--- config.mk ---
export PLATFORM = sky130hd
export DESIGN_NAME = wu_rd_arbiter_flat
export DESIGN_NICKNAME = d
export VERILOG_FILES = /design/src/rtl/wu_rd_arbiter_if.sv /design/src/rtl/wu_rd_arbiter.sv /design/src/flat_wrapper.sv
export SDC_FILE = /design/constraint.sdc
export NUM_CORES = 1
export LEC_CHECK = 0
export CAP_MARGIN = 30
export CORE_AREA = 4 4 131 133
export DETAILED_ROUTE_END_ITERATION = 16
export DIE_AREA = 0 0 135 137
export PLACE_DENSITY = 0.77
export SYNTH_ARGS = -nofsm -noshare
export SYNTH_HDL_FRONTEND = slang
export SYNTH_SLANG_ARGS = --single-unit
--- constraint.sdc ---
create_clock -name i_clk300 -period 2.45 [get_ports i_clk300]
set_input_delay 0.245 -clock i_clk300 [delete_from_list [all_inputs] [get_ports i_clk300]]
set_output_delay 0.245 -clock i_clk300 [all_outputs]
set_load 0.02 [all_outputs]
--- src/rtl/wu_rd_arbiter_if.sv ---
// Bus bundle between the work-unit array, the read arbiter and ddr_iface.
// master = arbiter view; slave = the requester/ddr_iface environment.
interface wu_rd_arbiter_if #(
    parameter int N_UNITS   = 4,
    parameter int ADDR_BITS = 32,
    parameter int DATA_BITS = 64
);
    // requester side
    logic [N_UNITS-1:0]           i_rdata_req;
    logic [N_UNITS*ADDR_BITS-1:0] i_raddr;
    logic [N_UNITS-1:0]           o_rdata_req_accepted;
    logic [DATA_BITS-1:0]         o_rdata;
    logic [N_UNITS-1:0]           o_rdata_valid;

    // ddr_iface side
    logic                         o_rdata_req;
    logic [ADDR_BITS-1:0]         o_raddr;
    logic                         i_rdata_req_accepted;
    logic [DATA_BITS-1:0]         i_rdata;
    logic                         i_rdata_valid;
    logic                         i_rdata_lastword;

    modport master (
        input  i_rdata_req, i_raddr, i_rdata_req_accepted,
               i_rdata, i_rdata_valid, i_rdata_lastword,
        output o_rdata_req_accepted, o_rdata, o_rdata_valid,
               o_rdata_req, o_raddr
    );

    modport slave (
        output i_rdata_req, i_raddr, i_rdata_req_accepted,
               i_rdata, i_rdata_valid, i_rdata_lastword,
        input  o_rdata_req_accepted, o_rdata, o_rdata_valid,
               o_rdata_req, o_raddr
    );
endinterface

--- src/rtl/wu_rd_arbiter.sv ---
// Round-robin, credit-limited arbiter for the shared DDR read port; an in-order tag
// FIFO steers returning bursts to their owners. Optional stall counter: WU_RD_ARB_STATS_EN.
module wu_rd_arbiter #(
    parameter int N_UNITS   = 4,
    parameter int ADDR_BITS = 32,
    parameter int DATA_BITS = 64,
    parameter int MAX_OUT   = 4
) (
    input  logic                  i_clk300,
    input  logic                  i_reset,
    wu_rd_arbiter_if.master       bus,
    output logic                  o_err,
    output logic [31:0]           o_stall_cycles
);
    localparam int IDX_W = (N_UNITS > 1) ? $clog2(N_UNITS) : 1;
    localparam int PTR_W = (MAX_OUT > 1) ? $clog2(MAX_OUT) : 1;
    localparam int CNT_W = $clog2(MAX_OUT + 1);

    typedef enum logic [1:0] {IDLE, ISSUE, ACK} state_e;

    state_e                 state_q, state_d;
    logic [IDX_W-1:0]       gnt_q, gnt_d;
    logic [IDX_W-1:0]       rr_ptr_q, rr_ptr_d;
    logic [CNT_W-1:0]       outstanding_q, outstanding_d;
    logic [PTR_W-1:0]       wr_ptr_q, wr_ptr_d;
    logic [PTR_W-1:0]       rd_ptr_q, rd_ptr_d;
    logic [IDX_W-1:0]       tag_mem_q [MAX_OUT];
    logic [IDX_W-1:0]       tag_mem_d [MAX_OUT];
    logic                   req_q, req_d;
    logic [ADDR_BITS-1:0]   raddr_q, raddr_d;
    logic [N_UNITS-1:0]     acc_q, acc_d;
    logic [N_UNITS-1:0]     vld_q, vld_d;
    logic [DATA_BITS-1:0]   rdata_q, rdata_d;
    logic                   err_q, err_d;

    logic                   has_credit;
    logic                   fifo_empty;
    logic                   push;
    logic                   pop;
    logic                   found;
    logic [IDX_W-1:0]       pick;
    logic [IDX_W:0]         cand;

    // The FIFO occupancy is exactly the in-flight burst count.
    assign has_credit = (outstanding_q < CNT_W'(MAX_OUT));
    assign fifo_empty = (outstanding_q == '0);
    assign push       = (state_q == ISSUE) && bus.i_rdata_req_accepted;
    assign pop        = bus.i_rdata_valid && bus.i_rdata_lastword && !fifo_empty;

    // First requester at or after rr_ptr, wrapping.
    always_comb begin
        found = 1'b0;
        pick  = rr_ptr_q;
        cand  = '0;
        for (int k = 0; k < N_UNITS; k++) begin
            cand = {1'b0, rr_ptr_q} + (IDX_W+1)'(k);
            if (cand >= (IDX_W+1)'(N_UNITS))
                cand = cand - (IDX_W+1)'(N_UNITS);
            if (!found && bus.i_rdata_req[cand[IDX_W-1:0]]) begin
                found = 1'b1;
                pick  = cand[IDX_W-1:0];
            end
        end
    end

    always_comb begin
        state_d  = state_q;
        gnt_d    = gnt_q;
        rr_ptr_d = rr_ptr_q;
        req_d    = req_q;
        raddr_d  = raddr_q;
        acc_d    = '0;
        case (state_q)
            IDLE: begin
                if (has_credit && found) begin
                    gnt_d   = pick;
                    raddr_d = bus.i_raddr[pick*ADDR_BITS +: ADDR_BITS];
                    req_d   = 1'b1;
                    state_d = ISSUE;
                end
            end
            ISSUE: begin
                if (bus.i_rdata_req_accepted) begin
                    req_d        = 1'b0;
                    acc_d[gnt_q] = 1'b1;
                    rr_ptr_d     = (gnt_q == IDX_W'(N_UNITS-1)) ? '0 : gnt_q + 1'b1;
                    state_d      = ACK;
                end
            end
            ACK:     state_d = IDLE;
            default: state_d = IDLE;
        endcase
    end

    // Tag FIFO and return-path steering.
    always_comb begin
        tag_mem_d     = tag_mem_q;
        wr_ptr_d      = wr_ptr_q;
        rd_ptr_d      = rd_ptr_q;
        outstanding_d = outstanding_q;
        vld_d         = '0;
        rdata_d       = rdata_q;
        err_d         = err_q;
        if (push) begin
            tag_mem_d[wr_ptr_q] = gnt_q;
            wr_ptr_d            = wr_ptr_q + 1'b1;
        end
        if (bus.i_rdata_valid) begin
            if (fifo_empty) begin
                err_d = 1'b1;
            end else begin
                rdata_d                    = bus.i_rdata;
                vld_d[tag_mem_q[rd_ptr_q]] = 1'b1;
            end
        end
        if (pop)
            rd_ptr_d = rd_ptr_q + 1'b1;
        case ({push, pop})
            2'b10:   outstanding_d = outstanding_q + 1'b1;
            2'b01:   outstanding_d = outstanding_q - 1'b1;
            default: outstanding_d = outstanding_q;
        endcase
    end

    always_ff @(posedge i_clk300) begin
        if (i_reset) begin
            state_q       <= IDLE;
            gnt_q         <= '0;
            rr_ptr_q      <= '0;
            outstanding_q <= '0;
            wr_ptr_q      <= '0;
            rd_ptr_q      <= '0;
            for (int i = 0; i < MAX_OUT; i++)
                tag_mem_q[i] <= '0;
            req_q         <= 1'b0;
            raddr_q       <= '0;
            acc_q         <= '0;
            vld_q         <= '0;
            rdata_q       <= '0;
            err_q         <= 1'b0;
        end else begin
            state_q       <= state_d;
            gnt_q         <= gnt_d;
            rr_ptr_q      <= rr_ptr_d;
            outstanding_q <= outstanding_d;
            wr_ptr_q      <= wr_ptr_d;
            rd_ptr_q      <= rd_ptr_d;
            tag_mem_q     <= tag_mem_d;
            req_q         <= req_d;
            raddr_q       <= raddr_d;
            acc_q         <= acc_d;
            vld_q         <= vld_d;
            rdata_q       <= rdata_d;
            err_q         <= err_d;
        end
    end

    assign bus.o_rdata_req          = req_q;
    assign bus.o_raddr              = raddr_q;
    assign bus.o_rdata_req_accepted = acc_q;
    assign bus.o_rdata_valid        = vld_q;
    assign bus.o_rdata              = rdata_q;
    assign o_err                    = err_q;

`ifdef WU_RD_ARB_STATS_EN
    logic [31:0] stall_q, stall_d;

    // Cycles lost to credit exhaustion while someone is waiting; saturating.
    always_comb begin
        stall_d = stall_q;
        if (|bus.i_rdata_req && (state_q == IDLE) && !has_credit && (stall_q != 32'hFFFF_FFFF))
            stall_d = stall_q + 32'd1;
    end

    always_ff @(posedge i_clk300) begin
        if (i_reset) stall_q <= '0;
        else         stall_q <= stall_d;
    end

    assign o_stall_cycles = stall_q;
`else
    assign o_stall_cycles = 32'd0;
`endif

endmodule

--- src/flat_wrapper.sv ---
// flat-port wrapper written by rule: the top's interface ports become plain ports
module wu_rd_arbiter_flat 
#(
    parameter int N_UNITS   = 4,
    parameter int ADDR_BITS = 32,
    parameter int DATA_BITS = 64,
    parameter int MAX_OUT   = 4
)
  (i_clk300, i_reset, o_err, o_stall_cycles, bus_i_rdata_req, bus_i_raddr, bus_i_rdata_req_accepted, bus_i_rdata, bus_i_rdata_valid, bus_i_rdata_lastword, bus_o_rdata_req_accepted, bus_o_rdata, bus_o_rdata_valid, bus_o_rdata_req, bus_o_raddr);
  wu_rd_arbiter_if #(.N_UNITS(N_UNITS), .ADDR_BITS(ADDR_BITS), .DATA_BITS(DATA_BITS)) bus_i ();
  input  logic i_clk300;
  input  logic i_reset;
  output logic o_err;
  output logic [31:0] o_stall_cycles;
  input wire logic [$bits(bus_i.i_rdata_req)-1:0] bus_i_rdata_req;
  input wire logic [$bits(bus_i.i_raddr)-1:0] bus_i_raddr;
  input wire logic [$bits(bus_i.i_rdata_req_accepted)-1:0] bus_i_rdata_req_accepted;
  input wire logic [$bits(bus_i.i_rdata)-1:0] bus_i_rdata;
  input wire logic [$bits(bus_i.i_rdata_valid)-1:0] bus_i_rdata_valid;
  input wire logic [$bits(bus_i.i_rdata_lastword)-1:0] bus_i_rdata_lastword;
  output wire logic [$bits(bus_i.o_rdata_req_accepted)-1:0] bus_o_rdata_req_accepted;
  output wire logic [$bits(bus_i.o_rdata)-1:0] bus_o_rdata;
  output wire logic [$bits(bus_i.o_rdata_valid)-1:0] bus_o_rdata_valid;
  output wire logic [$bits(bus_i.o_rdata_req)-1:0] bus_o_rdata_req;
  output wire logic [$bits(bus_i.o_raddr)-1:0] bus_o_raddr;
  assign bus_i.i_rdata_req = bus_i_rdata_req;
  assign bus_i.i_raddr = bus_i_raddr;
  assign bus_i.i_rdata_req_accepted = bus_i_rdata_req_accepted;
  assign bus_i.i_rdata = bus_i_rdata;
  assign bus_i.i_rdata_valid = bus_i_rdata_valid;
  assign bus_i.i_rdata_lastword = bus_i_rdata_lastword;
  assign bus_o_rdata_req_accepted = bus_i.o_rdata_req_accepted;
  assign bus_o_rdata = bus_i.o_rdata;
  assign bus_o_rdata_valid = bus_i.o_rdata_valid;
  assign bus_o_rdata_req = bus_i.o_rdata_req;
  assign bus_o_raddr = bus_i.o_raddr;
  wu_rd_arbiter #(.N_UNITS(N_UNITS), .ADDR_BITS(ADDR_BITS), .DATA_BITS(DATA_BITS), .MAX_OUT(MAX_OUT)) u_core (.i_clk300(i_clk300), .i_reset(i_reset), .bus(bus_i), .o_err(o_err), .o_stall_cycles(o_stall_cycles));
endmodule
==> impl_metrics.csv, run 1 <==
group,metric,value,unit
hold_path,min-delay-start,"i_reset",
placement,place_area,0.00880,mm²
cells_and_area,antenna_cells,0,
clocking,h-tree-depth,4,
cells_and_area,layout.nets,1151,
routing,wl_met3,1810,µm
power_and_ir_drop,ir_drop,0.505,mV
placement,place_hpwl,14600,µm
timing,fin_crit,2.24,ns
timing,worst_slew_margin_rel,0.553,
timing,drv_slew,0,
timing,fmax,447,MHz
clocking,clk_latency,0.41,ns
routing,via_per_inst,4.67,
routing,ant_nets,0,
critical_path,critPathCaptureType,"register",
cells_and_area,area_delta_synth_final,66.2,%
critical_path,arrival,2.57,ns
yosys,avgSynthCellArea,8.81,µm²
routing,routed-via-count,5460,
routing,wl_met2,9390,µm
yosys,syn_inst,643,
routing,wl_per_cell,16.4,µm
clocking,postCtsHoldBufs,0,
flow_run,maxCapViolations,0,
routing,drt-total-wl,19200,µm
yosys,ys_types,36,
timing,setup_viol_count_final,0,
die,pin_count,339,
yosys,netlist_area,0.00567,mm²
power_and_ir_drop,p_int,4710,µW
timing,rsz0062_at_grt,"no",
critical_path,critical_path_class,"register to register",
status,outcome,"completed",
power_and_ir_drop,pwr-share-seq,0.356,
yosys,ys.warnings.count,0,
die,die_y,137,µm
critical_path,rr_endpoint,"u_core.outstanding_q[2]",
placement,portBuffers,306,
die,rows,46,
die,core,0.0158,mm²
timing,hold_slack,0.180,ns
global_route,grt_pass1_vias,5278,
yosys,postSynth.asyncResetShare,0,
timing,tightest_slew,0.671,ns
clocking,cts_setup_buffers,0,
global_route,grt_max_degree,66,
clocking,cts_tree,"done",
yosys,seq_area_frac_synth,0.449,
critical_path,critical_path_required,2.79,ns
die,die-width,135,µm
routing,drt-met1-wl,7460,µm
global_route,grt_pass1_wl,28100,µm
cells_and_area,drive_above_1_share,0.0619,
power_and_ir_drop,p_per_area,697,mW/mm²
global_route,grt_overflow,0,
clocking,cts_resized,0,
critical_path,reg2regPathDepth,10,
routing,first_pass_iters,6,
timing,finalCritPeriodShare,0.914,
die,die-area,0.0185,mm²
clocking,cts_root_buf,"clkbuf_16",
clocking,clock_sinks,127,
placement,pre_cts_slack,0.000632,ns
clocking,clk_pin_slew_worst_paths,0.06,ns
routing,top_layer,"met4",
power_and_ir_drop,pwr-share-clk,0.401,
timing,clock_skew,0.00983,ns
power_and_ir_drop,sw_frac_of_total,0.283,
clocking,cts_made_buffers,17,
cells_and_area,final_area,0.00942,mm²
global_route,antenna_found_initial,0,
critical_path,critPathLaunchType,"register",
power_and_ir_drop,power_leakage,0.00350,µW
yosys,synth-seq-cells,127,
timing,finalSetupTns,0,ns
die,start_util,0.358,
placement,routabilityCongestion,0.807,
timing,layout_setup_ws,0.211,ns
critical_path,crit_fanout,4,
yosys,synth_edf_count,0,
critical_path,r2r_slack,0.21,ns
hold_path,min_to,"u_core.rr_ptr_q[0]",
clocking,cts_max_path_buffers,2,
power_and_ir_drop,power_frac_comb,0.243,
global_route,track_usage,0.195,
yosys,synth_flop_cell,"dfxtp_1",
hold_path,hp-class,"primary input to register",
critical_path,r2r-start,"u_core.outstanding_q[2]",
power_and_ir_drop,power_switching,1860,µW
cells_and_area,layout.cells.non_filler,1169,
timing,final_hold_viol_count,0,
placement,dp_cells,1137,
routing,drt_iter0_markers,246,
routing,drcViolationCount,0,
hold_path,worstHoldPathCells,2,
==> cells in the final DEF (no fill, tap or decap), types with 2 or more instances in the layout <==
master,Yosys,layout
clkdlybuf4s50_1,0,305
nand2_1,181,181
dfxtp_1,127,127
a21oi_1,82,82
mux2i_1,66,66
o221ai_1,32,32
conb_1,1,32
clkbuf_16,0,17
nor2_1,16,16
buf_4,32,11
inv_1,9,9
nand3_1,9,9
ha_1,9,9
and2_1,5,5
inv_6,0,5
buf_12,6,5
nor3_1,3,3
xor2_1,3,3
o21ai_0,3,3
nor2b_1,5,3
bufinv_16,0,3
mux4_2,2,2
xnor2_1,2,2
clkinv_2,0,2
clkinvlp_4,0,2
==> final cells by class <==
cell class | instances | area, µm²
Inverter | 9 | 33.8
Fill cell | 1372 | 6410
Sequential cell | 127 | 2540
Tap cell | 216 | 270
Timing Repair Buffer | 322 | 3240
Multi-Input combinational cell | 463 | 2710
Clock buffer | 18 | 439
Clock inverter | 14 | 179
==> worst max path at each step <==
stage                                       start  depth (start not counted)                      end  slack [ns]
after floorplan                 u_core.state_q[1]                          9  u_core.outstanding_q[2]        0.34
after global placement          bus_i_rdata_valid                          9  u_core.outstanding_q[2]        0.05
after detailed placement        bus_i_rdata_valid                          9  u_core.outstanding_q[2]      0.0006
after CTS                 u_core.outstanding_q[2]                         10  u_core.outstanding_q[2]        0.19
after global routing      u_core.outstanding_q[2]                         10  u_core.outstanding_q[2]        0.03
final                     u_core.outstanding_q[2]                         10  u_core.outstanding_q[2]        0.21
==> cells in the mapped netlist (all sizes together) (9+ instances only) <==
cell	count	area share
mux2i	66	0.12
nor2	16	0.011
a21oi	82	0.072
nand3	9	0.0079
nand2	181	0.12
o221ai	32	0.049
dfxtp	127	0.45
clkbuf	21	0.015
buf	54	0.076
inv	9	0.0060
ha	9	0.020
==> power groups by stage <==
stage,combinational (µW),sequential (µW),clock [µW]
floorplan,649,2570,0
global placement,1590,2380,0
detailed placement,1600,2380,0
CTS,1610,2340,2700
global route,1700,2360,2780
finish,1590,2340,2630
==> kinds of logic (layout without fill, tap and decap cells) <==
kind of cell    after synthesis  count (layout)  synth area share
flops                       127             127             0.449
other cells                   1              32          0.000662
mux                          68              68             0.125
buf+inv                      84             363            0.0967
xor+xnor                      5               5           0.00773
simple gates                228             228             0.164
fa+ha+maj                    10              10            0.0234
compound gates              120             120             0.134
==> worst max-delay path, cell delays in order (launching register included) <==
cell and delay [ns]:
dfxtp_1 0.39, nor3_1 0.08, buf_4 0.15, nor2b_4 0.10
and2_1 0.16, ha_1 0.17, inv_1 0.06, fa_1 0.43
xor2_1 0.16, or3_1 0.31, a21oi_1 0.15
==> state kept, by name, summed over array words and instances, names as in the netlist <==
name / cells
u_core.bus.o_rdata: 64
u_core.bus.o_raddr: 32
u_core.tag_mem_q: 8
u_core.bus.o_rdata_req_accepted: 4
u_core.bus.o_rdata_valid: 4
u_core.outstanding_q: 3
u_core.gnt_q: 2
u_core.rd_ptr_q: 2
u_core.rr_ptr_q: 2
u_core.state_q: 2
u_core.wr_ptr_q: 2
u_core.bus.o_rdata_req: 1
u_core.o_err: 1
==> metal layers <==
layer | up-vias | track usage
met3 | 33 | 0.0779
met5 | - | 0
met1 | 2482 | 0.216
li1 | 2730 | -
met4 | 0 | 0.0840
met2 | 215 | 0.331
==> per-stage QoR <==
step,power [µW],util
floorplan,3220,-
global placement,3970,0.556
detailed placement,3980,0.556
CTS,6650,0.595
global route,6850,0.595
finish,6560,0.595
Power figures use the tool's default switching activity.
==> inputs of run 2 (changes only) <==
==> constraint.sdc (replaced) <==
create_clock -name i_clk300 -period 2.15 [get_ports i_clk300]
set_input_delay 0.215 -clock i_clk300 [delete_from_list [all_inputs] [get_ports i_clk300]]
set_output_delay 0.215 -clock i_clk300 [all_outputs]
set_load 0.02 [all_outputs]
==> run 2 against run 1 <==
Against the previous run: count of clock-buffer cells in the layout is 2 higher; fmax is 9.5% higher; worst hold slack better by 0.14 ns; critical path type unchanged; critical endpoint unchanged; clock power is 12% higher; sequential cell count stayed put; die area stayed put; non-clock buffer count is 13 higher; critical path depth stayed put; first-iteration DRC count is 8.5% lower.
==> impl_metrics.csv, run 2 (synthesized netlist as in run 1, its figures left out) <==
group,metric,value,unit
status,outcome,"completed",
placement,routabilityCongestion,0.799,
die,rows,46,
routing,top_layer,"met4",
routing,ant_nets,0,
timing,fin_crit,2.04,ns
clocking,clock_sinks,127,
critical_path,r2r_slack,0.11,ns
critical_path,arrival,2.38,ns
cells_and_area,area_delta_synth_final,68.9,%
critical_path,rr_endpoint,"u_core.outstanding_q[2]",
timing,final_hold_viol_count,0,
routing,drt_iter0_markers,225,
cells_and_area,largest_reg_flops,64,
clocking,cts_root_buf,"clkbuf_16",
critical_path,critPathLaunch,"u_core.outstanding_q[2]",
timing,worst_slew_margin_rel,0.563,
clocking,cts_made_buffers,17,
global_route,grt_max_degree,71,
critical_path,critical_path_required,2.49,ns
global_route,grt_pass1_vias,5493,
critical_path,cp_top_family,"simple AND/OR/NAND/NOR gates",
routing,drcViolationCount,0,
global_route,antenna_found_initial,0,
routing,wl_per_cell,16.4,µm
timing,rsz0062_at_grt,"no",
routing,wl_met2,9840,µm
global_route,grt_pass1_wl,28700,µm
critical_path,reg2regPathDepth,10,
power_and_ir_drop,ir_drop,0.472,mV
cells_and_area,fill_cells,1336,
clocking,clk_pin_slew_worst_paths,0.06,ns
critical_path,critPathCaptureType,"register",
routing,drt-total-wl,19400,µm
timing,drv_slew,0,
clocking,cts_max_path_buffers,2,
placement,pre_cts_slack,-0.280,ns
cells_and_area,drive_above_1_share,0.0807,
die,die-area,0.0185,mm²
critical_path,path_buf_inv,2,
power_and_ir_drop,p_per_area,782,mW/mm²
timing,finalSetupTns,0,ns
timing,clock_skew,0.00617,ns
timing,layout_setup_ws,0.106,ns
critical_path,cp-endpoint,"u_core.outstanding_q[2]",
critical_path,r2r-start,"u_core.outstanding_q[2]",
placement,place_hpwl,14800,µm
clocking,clk_latency,0.41,ns
die,core,0.0158,mm²
die,pin_count,339,
die,die_y,137,µm
routing,routed-via-count,5492,
die,die-width,135,µm
clocking,cts_tree,"done",
cells_and_area,regArea,0.00255,mm²
cells_and_area,multi_input_area,0.00272,mm²
global_route,grt_overflow,0,
critical_path,cpPeakStageDelay,0.38,ns
placement,portBuffers,306,
timing,finalCritPeriodShare,0.951,
critical_path,crit_path_cell_trace,"nor3_1 > buf_4 > nor2b_4 > and2_4 > ha_2 > inv_1 > fa_2 > xor2_1 > or3_1 > a21oi_1",
critical_path,critPathLaunchType,"register",
cells_and_area,layout.nets,1164,
clocking,h-tree-depth,4,
cells_and_area,antenna_cells,0,
routing,via_per_inst,4.65,
critical_path,slowest_stage,"fa_2",
routing,drt-met1-wl,7270,µm
timing,fmax,489,MHz
critical_path,crit_fanout,3,
routing,wl_met3,1830,µm
critical_path,path_depth,10,
routing,first_pass_iters,4,
critical_path,critical_path_class,"register to register",
cells_and_area,final_cell_mix,"clkdlybuf4s50_1 (305), nand2_1 (181), dfxtp_1 (124)",
timing,tightest_slew,0.655,ns
power_and_ir_drop,power_leakage,0.00358,µW
cells_and_area,layout_commonest_cell,"clkdlybuf4s50_1",
timing,setup_viol_count_final,0,
global_route,track_usage,0.199,
flow_run,maxCapViolations,0,
hold_path,hp-class,"primary input to register",
timing,hold_slack,0.316,ns
hold_path,worstHoldPathCells,3,
die,start_util,0.358,
==> run 2: where the power goes <==
group	switching, µW	leakage [µW]	internal, µW
combinational	899	0.00225	974
sequential	110	0.00104	2560
clock	1120	0.000299	1830
==> run 2: tightest hold or removal path, cell delays in order <==
cell	delay, ns
buf_2	0.13
buf_12	0.19
a21oi_1	0.13
==> run 2: layout make-up <==
cell class                      instances  area share
Clock buffer                           20      0.0488
Clock inverter                         12      0.0153
Inverter                                9     0.00353
Multi-Input combinational cell        463       0.284
Sequential cell                       127       0.266
Tap cell                              216      0.0282
Timing Repair Buffer                  335       0.354
==> run 2: timing repair <==
item,CTS,global route
gates cloned,0,0
pin swaps,0,1
hold buffers,0,0
setup buffers,0,1
gates resized for setup,2,4
endpoints found under the setup margin,1,1
==> run 2: worst min path at each step <==
stage	endpoint	startpoint	slack [ns]
2_1_floorplan	u_core.bus.o_rdata[46]	bus_i_rdata[46]	0.35
3_3_place_gp	u_core.bus.o_rdata[8]	u_core.bus.o_rdata[8]	0.44
3_5_place_dp	u_core.bus.o_rdata[43]	u_core.bus.o_rdata[43]	0.45
4_1_cts	u_core.bus.o_rdata[7]	bus_i_rdata[7]	0.32
5_1_grt	u_core.bus.o_rdata[27]	i_reset	0.33
6_report	u_core.bus.o_rdata[34]	i_reset	0.32
==> run 2: stage by stage <==
| step | total power, µW | std cells | utilization | instance area, µm² |
|---|---|---|---|---|
| 6_report | 7490 | 1182 | 0.605 | 9570 |
| 3_3_place_gp | 4570 | 1149 | 0.565 | 8940 |
| 2_1_floorplan | 3670 | 674 | - | 5780 |
| 4_1_cts | 7580 | 1181 | 0.604 | 9560 |
| 3_5_place_dp | 4590 | 1149 | 0.565 | 8940 |
| 5_1_grt | 7830 | 1182 | 0.605 | 9570 |
==> run 2: metal layers <==
metal  vias up  GRT usage
met5         -          0
met1      2504      0.213
met2       210      0.354
met3        31     0.0805
met4         0     0.0761
li1       2747          -
